===== config.mk =====
export PLATFORM = sky130hd
export DESIGN_NAME = serial_magnitude_comparator_flat
export DESIGN_NICKNAME = d
export VERILOG_FILES = /design/src/rtl/serial_magnitude_comparator_if.sv /design/src/rtl/serial_magnitude_comparator.sv /design/src/flat_wrapper.sv
export SDC_FILE = /design/constraint.sdc
export NUM_CORES = 1
export LEC_CHECK = 0
export ABC_AREA = 1
export CAP_MARGIN = 10
export CELL_PAD_IN_SITES_DETAIL_PLACEMENT = 0
export CELL_PAD_IN_SITES_GLOBAL_PLACEMENT = 1
export CORE_MARGIN = 2
export CORE_UTILIZATION = 30
export CTS_CLUSTER_DIAMETER = 60
export DETAILED_ROUTE_END_ITERATION = 6
export GPL_TIMING_DRIVEN = 1
export PLACE_DENSITY_LB_ADDON = 0.15
export SYNTH_ARGS = -nofsm -noshare
export SYNTH_HDL_FRONTEND = slang
export SYNTH_SLANG_ARGS = --single-unit
export TNS_END_PERCENT = 30

===== constraint.sdc =====
create_clock -name i_w_clk -period 1.69 [get_ports i_w_clk]
set_input_delay 0.338 -clock i_w_clk [delete_from_list [all_inputs] [get_ports i_w_clk]]
set_output_delay 0.338 -clock i_w_clk [all_outputs]
set_load 0.02 [all_outputs]

===== src/rtl/serial_magnitude_comparator_if.sv =====
// Request/result handshake bundle for the serial magnitude comparator.
interface serial_magnitude_comparator_if #(
  parameter int WIDTH = 8,
  parameter int CNT_W = $clog2(WIDTH + 1)
);
  logic             i_w_start_valid;
  logic             o_w_start_ready;
  logic [WIDTH-1:0] i_w_a;
  logic [WIDTH-1:0] i_w_b;
  logic             o_w_done;
  logic             i_w_done_ready;
  logic             o_w_lt;
  logic             o_w_gt;
  logic             o_w_eq;
  logic             o_w_busy;
  logic [CNT_W-1:0] o_w_bits;

  modport master (
    output i_w_start_valid, i_w_a, i_w_b, i_w_done_ready,
    input  o_w_start_ready, o_w_done, o_w_lt, o_w_gt,
    input  o_w_eq, o_w_busy, o_w_bits
  );

  modport slave (
    input  i_w_start_valid, i_w_a, i_w_b, i_w_done_ready,
    output o_w_start_ready, o_w_done, o_w_lt, o_w_gt,
    output o_w_eq, o_w_busy, o_w_bits
  );
endinterface


===== src/rtl/serial_magnitude_comparator.sv =====
// MSB-first bit-serial unsigned compare with early exit.
// One-bit comparator cell plus its sequencing controller.
module comparator (
  input  logic a_i,
  input  logic b_i,
  output logic lt_o,
  output logic gt_o,
  output logic eq_o
);
  assign lt_o = ~a_i & b_i;
  assign gt_o = a_i & ~b_i;
  assign eq_o = ~(a_i ^ b_i);
endmodule

module serial_magnitude_comparator #(
  parameter int WIDTH = 8,
  parameter int CNT_W = $clog2(WIDTH + 1)
) (
  input logic i_w_clk,
  input logic i_w_rst_n,
  serial_magnitude_comparator_if.slave cmp
);
  localparam int IDX_W = (WIDTH > 1) ? $clog2(WIDTH) : 1;

  typedef enum logic [1:0] {
    S_IDLE,
    S_RUN,
    S_DONE
  } state_e;

  state_e           state_q, state_d;
  logic [WIDTH-1:0] a_q, a_d;
  logic [WIDTH-1:0] b_q, b_d;
  logic [IDX_W-1:0] idx_q, idx_d;
  logic [CNT_W-1:0] bits_q, bits_d;
  logic             lt_q, lt_d;
  logic             gt_q, gt_d;
  logic             eq_q, eq_d;

  logic c_lt, c_gt, c_eq;

  comparator u_cell (
    .a_i  (a_q[idx_q]),
    .b_i  (b_q[idx_q]),
    .lt_o (c_lt),
    .gt_o (c_gt),
    .eq_o (c_eq)
  );

  always_ff @(posedge i_w_clk or negedge i_w_rst_n) begin
    if (!i_w_rst_n) begin
      state_q <= S_IDLE;
      a_q     <= '0;
      b_q     <= '0;
      idx_q   <= '0;
      bits_q  <= '0;
      lt_q    <= 1'b0;
      gt_q    <= 1'b0;
      eq_q    <= 1'b0;
    end else begin
      state_q <= state_d;
      a_q     <= a_d;
      b_q     <= b_d;
      idx_q   <= idx_d;
      bits_q  <= bits_d;
      lt_q    <= lt_d;
      gt_q    <= gt_d;
      eq_q    <= eq_d;
    end
  end

  always_comb begin
    state_d = state_q;
    a_d     = a_q;
    b_d     = b_q;
    idx_d   = idx_q;
    bits_d  = bits_q;
    lt_d    = lt_q;
    gt_d    = gt_q;
    eq_d    = eq_q;
    unique case (state_q)
      S_IDLE: begin
        if (cmp.i_w_start_valid) begin
          a_d     = cmp.i_w_a;
          b_d     = cmp.i_w_b;
          idx_d   = IDX_W'(WIDTH - 1);
          bits_d  = '0;
          lt_d    = 1'b0;
          gt_d    = 1'b0;
          eq_d    = 1'b0;
          state_d = S_RUN;
        end
      end
      S_RUN: begin
        bits_d = bits_q + CNT_W'(1);
        unique case (1'b1)
          c_lt: begin
            lt_d    = 1'b1;
            state_d = S_DONE;
          end
          c_gt: begin
            gt_d    = 1'b1;
            state_d = S_DONE;
          end
          c_eq: begin
            if (idx_q == '0) begin
              eq_d    = 1'b1;
              state_d = S_DONE;
            end else begin
              idx_d = idx_q - IDX_W'(1);
            end
          end
          default: ;
        endcase
      end
      S_DONE: begin
        if (cmp.i_w_done_ready) state_d = S_IDLE;
      end
      default: state_d = S_IDLE;
    endcase
  end

  // Handshake outputs decode state only; no input-to-output path.
  assign cmp.o_w_start_ready = (state_q == S_IDLE);
  assign cmp.o_w_busy        = (state_q == S_RUN);
  assign cmp.o_w_done        = (state_q == S_DONE);
  assign cmp.o_w_lt          = lt_q;
  assign cmp.o_w_gt          = gt_q;
  assign cmp.o_w_eq          = eq_q;
  assign cmp.o_w_bits        = bits_q;
endmodule


===== src/flat_wrapper.sv =====
// flat-port wrapper written by rule: the top's interface ports become plain ports
module serial_magnitude_comparator_flat 
#(
  parameter int WIDTH = 8,
  parameter int CNT_W = $clog2(WIDTH + 1)
)
  (i_w_clk, i_w_rst_n, cmp_i_w_start_valid, cmp_i_w_a, cmp_i_w_b, cmp_i_w_done_ready, cmp_o_w_start_ready, cmp_o_w_done, cmp_o_w_lt, cmp_o_w_gt, cmp_o_w_eq, cmp_o_w_busy, cmp_o_w_bits);
  serial_magnitude_comparator_if #(.WIDTH(WIDTH), .CNT_W(CNT_W)) cmp_i ();
  input logic i_w_clk;
  input logic i_w_rst_n;
  input wire logic [$bits(cmp_i.i_w_start_valid)-1:0] cmp_i_w_start_valid;
  input wire logic [$bits(cmp_i.i_w_a)-1:0] cmp_i_w_a;
  input wire logic [$bits(cmp_i.i_w_b)-1:0] cmp_i_w_b;
  input wire logic [$bits(cmp_i.i_w_done_ready)-1:0] cmp_i_w_done_ready;
  output wire logic [$bits(cmp_i.o_w_start_ready)-1:0] cmp_o_w_start_ready;
  output wire logic [$bits(cmp_i.o_w_done)-1:0] cmp_o_w_done;
  output wire logic [$bits(cmp_i.o_w_lt)-1:0] cmp_o_w_lt;
  output wire logic [$bits(cmp_i.o_w_gt)-1:0] cmp_o_w_gt;
  output wire logic [$bits(cmp_i.o_w_eq)-1:0] cmp_o_w_eq;
  output wire logic [$bits(cmp_i.o_w_busy)-1:0] cmp_o_w_busy;
  output wire logic [$bits(cmp_i.o_w_bits)-1:0] cmp_o_w_bits;
  assign cmp_i.i_w_start_valid = cmp_i_w_start_valid;
  assign cmp_i.i_w_a = cmp_i_w_a;
  assign cmp_i.i_w_b = cmp_i_w_b;
  assign cmp_i.i_w_done_ready = cmp_i_w_done_ready;
  assign cmp_o_w_start_ready = cmp_i.o_w_start_ready;
  assign cmp_o_w_done = cmp_i.o_w_done;
  assign cmp_o_w_lt = cmp_i.o_w_lt;
  assign cmp_o_w_gt = cmp_i.o_w_gt;
  assign cmp_o_w_eq = cmp_i.o_w_eq;
  assign cmp_o_w_busy = cmp_i.o_w_busy;
  assign cmp_o_w_bits = cmp_i.o_w_bits;
  serial_magnitude_comparator #(.WIDTH(WIDTH), .CNT_W(CNT_W)) u_core (.i_w_clk(i_w_clk), .i_w_rst_n(i_w_rst_n), .cmp(cmp_i));
endmodule

==> impl_results.md <==
- Status: finished with violations
- Failing checks: negative setup slack
- Die H: 74.2 um
- Relative slew slack: 75.3%
- Crit end category: flip-flop
- Max-slew violation count: 0
- Antenna Nets Post-Route: 0
- Die footprint: 5500 um2
- Ant diodes: 0
- Min setup slack post-route: -61.8 ps
- Worst min path class: in -> async
- Core area: 4720 um2
- Largest net degree at the start of global routing: 31
- Area delta synth->final: 34.3%
- Part of the power in combinational logic: 59.4%
- Clk buf depth: 2
- Hold Slack: 450 ps
- DP Worst Slack: -129 ps
- Required @ worst endpoint: 1860 ps
- Startpoint Class: flip-flop
- Die Wd: 74.2 um
- Vias in the first global route: 1230
- 1st-iter DRT viols: 83
- HPWL after DPL: 2.42 mm
- P_leak: 1.02 nW
- Pwr dens: 1950 nW/um2
- Number of core rows: 25
- Drt drc: 0
- Layout cells sized above 1: 14.3%
- Gr usage total: 12.7%
- Register area share after synthesis: 47.4%
- Yosys warns: 0
- Fill count: 486
- Nets: 257
- Minimum clock period: 1750 ps
- Starting Density: 31.3%
- Maximum Capacitance Violations: 0
- Final WL: 3.31 mm
- Netlist cell types: 19
- Num ports: 30
- CTS clk-pin slew, worst paths: 90 ps
- Clk Latency, worst-skew pair: 270 ps
- Post-route setup TNS: -125 ps
- WL per Instance: 11.1 um
- Register area: 703 um2
- Final Cycle Share: 104%
- Mapped Nets: 218
- CTS sink count: 28
- NetSw: 1.73 mW
- Synth Cell Area: 1480 um2
- Final hold vios: 0
- Clock skew: 4.32 ps
- Critical Path AT: 1920 ps
- Final Power: 3.86 mW
- Root buf cell: clkbuf_8
- Total CTS buffers: 3
- Worst-Margin Slew: 370 ps
- Sequential share of power: 31.3%
- Maximum VDD drop: 1.00 mV
- First-pass GRT wire length: 5.46 mm
- Remaining global-route overflow: 0
- Routed via count: 1306
- CTS tree: built
- Critical path type: reg -> reg
- Fmax: 0.571 GHz
- Clock power frac: 9.2%
- P_int: 2.13 mW
- Setup violators final: 3
- Initial antenna violation count: 0
- FF+latch count, synth: 28
- GPL Wtd Cong: 0.751
- Crit-path max FO: 6
- Drt first pass iters: 4
- PortBufs: 29
- H-tree Lvls: 1
- Multi-input logic area: 653 um2
- Hold_buf cts: 0
- Switching Fraction: 44.8%
- Vias per cell: 4.40
- RSZ-0062 raised after global routing: yes
- Post-Synthesis Cells: 193
- Avg Cell Area, Syn: 7.66 um2
## power groups by stage
stage               sequential [mW]  clock, mW  combinational [mW]
floorplan                      1.24          0                1.39
global placement               1.20          0                2.09
detailed placement             1.20          0                2.12
CTS                            1.19      0.379                2.13
global route                   1.26      0.398                2.62
finish                         1.21      0.356                2.30
## metrics by stage
step	cell area, um2	instances	utilization [%]
2_1_floorplan	1480	193	-
3_3_place_gp	1880	292	39.7
3_5_place_dp	1880	292	39.7
4_1_cts	1920	295	40.7
5_1_grt	1980	297	42.0
6_report	1980	297	42.0
## critical path, cell delays in order (launching register included)
cell     delay, ps
dfrtp_1        420
buf_6          150
nor2_4          80
nor2_2          40
nand2_1         80
nand2_1         50
nand2_1         60
nand2_2         70
ha_4           260
inv_2           30
nand3_2         40
nand2_1         60
inv_2          100
nand2_2         80
nand2_1         70
nand2_1         40
## repair_timing
item | 4_1_cts | 5_1_grt
gates cloned | 0 | 1
buffers inserted | 0 | 1
pin swaps | 0 | 9
endpoints found under the setup margin | 8 | 7
resized for setup | 7 | 15
hold endpoints to repair | 0 | 0
## routing by layer
| layer | track usage (%) | routed length (um) | part of all wire, % |
|---|---|---|---|
| met1 | 17.7 | 1690 | 51 |
| met2 | 20.5 | 1480 | 45 |
| met3 | 1.76 | 86 | 2.6 |
| met4 | 4.24 | 48 | 1.5 |
| met5 | 0 | 0 | 0 |
## final cells by class
type | count | area share (%)
flip-flops and latches | 28 | 35.4
multi-input cells | 129 | 32.9
repair buffers | 40 | 19.7
inverters | 30 | 5.67
well taps | 67 | 4.22
clock buffers | 3 | 2.08
## flip-flops by register name, indices dropped and copies added, names as in the netlist
| register | cells |
|---|---|
| u_core.a_q | 8 |
| u_core.b_q | 8 |
| u_core.cmp.o_w_bits | 4 |
| u_core.cmp.o_w_eq | 1 |
| u_core.cmp.o_w_gt | 1 |
| u_core.cmp.o_w_lt | 1 |
| u_core.idx_q | 3 |
| u_core.state_q | 2 |
## kinds of logic after synthesis
| logic type | count (synthesis) | share of synthesized area [%] |
|---|---|---|
| XOR/XNOR | 1 | 0.593 |
| flip-flops | 28 | 47.4 |
| AND/OR/NAND/NOR | 99 | 27.7 |
| AO/OA/AOI/OAI | 24 | 8.72 |
| buffers and inverters | 36 | 11.3 |
| adder cells (fa/ha/maj) | 5 | 4.23 |
## cells in the final DEF, fill, tap and decap left out, drive strengths merged
cell type,n
nand2,72
inv,30
dfrtp,28
clkdlybuf4s50,24
o21ai,18
nand3,16
buf,11
nor2,11
ha,5
a21oi,3
clkbuf,3
dlygate4sd2,3
a22o,2
dlymetal6s2s,2
o22ai,1
xnor2,1
## cell usage after synthesis (all sizes together)
| library cell | number | area share [%] |
|---|---|---|
| buf | 6 | 3.7 |
| o22ai | 1 | 0.42 |
| nand2 | 72 | 19 |
| o21ai | 18 | 6.1 |
| xnor2 | 1 | 0.59 |
| nand3 | 16 | 5.4 |
| clkinv | 1 | 0.25 |
| inv | 29 | 7.4 |
| a21oi | 3 | 1.0 |
| ha | 5 | 4.2 |
| a22o | 2 | 1.2 |
| nor2 | 11 | 3.5 |
| dfrtp | 28 | 47 |
## worst paths after layout
path,from,to,slack (ps),cells after the start
min,i_w_rst_n,u_core.b_q[5],450,2
min reg2reg,u_core.cmp.o_w_eq,u_core.cmp.o_w_eq,500,2
max,u_core.idx_q[0],u_core.idx_q[2],-60,15
min in group i_w_clk,u_core.cmp.o_w_eq,u_core.cmp.o_w_eq,500,2
max reg2reg,u_core.idx_q[0],u_core.idx_q[2],-60,15
max in group asynchronous,i_w_rst_n,u_core.idx_q[1],950,2
No activity file was read; power rests on OpenSTA's default activity.
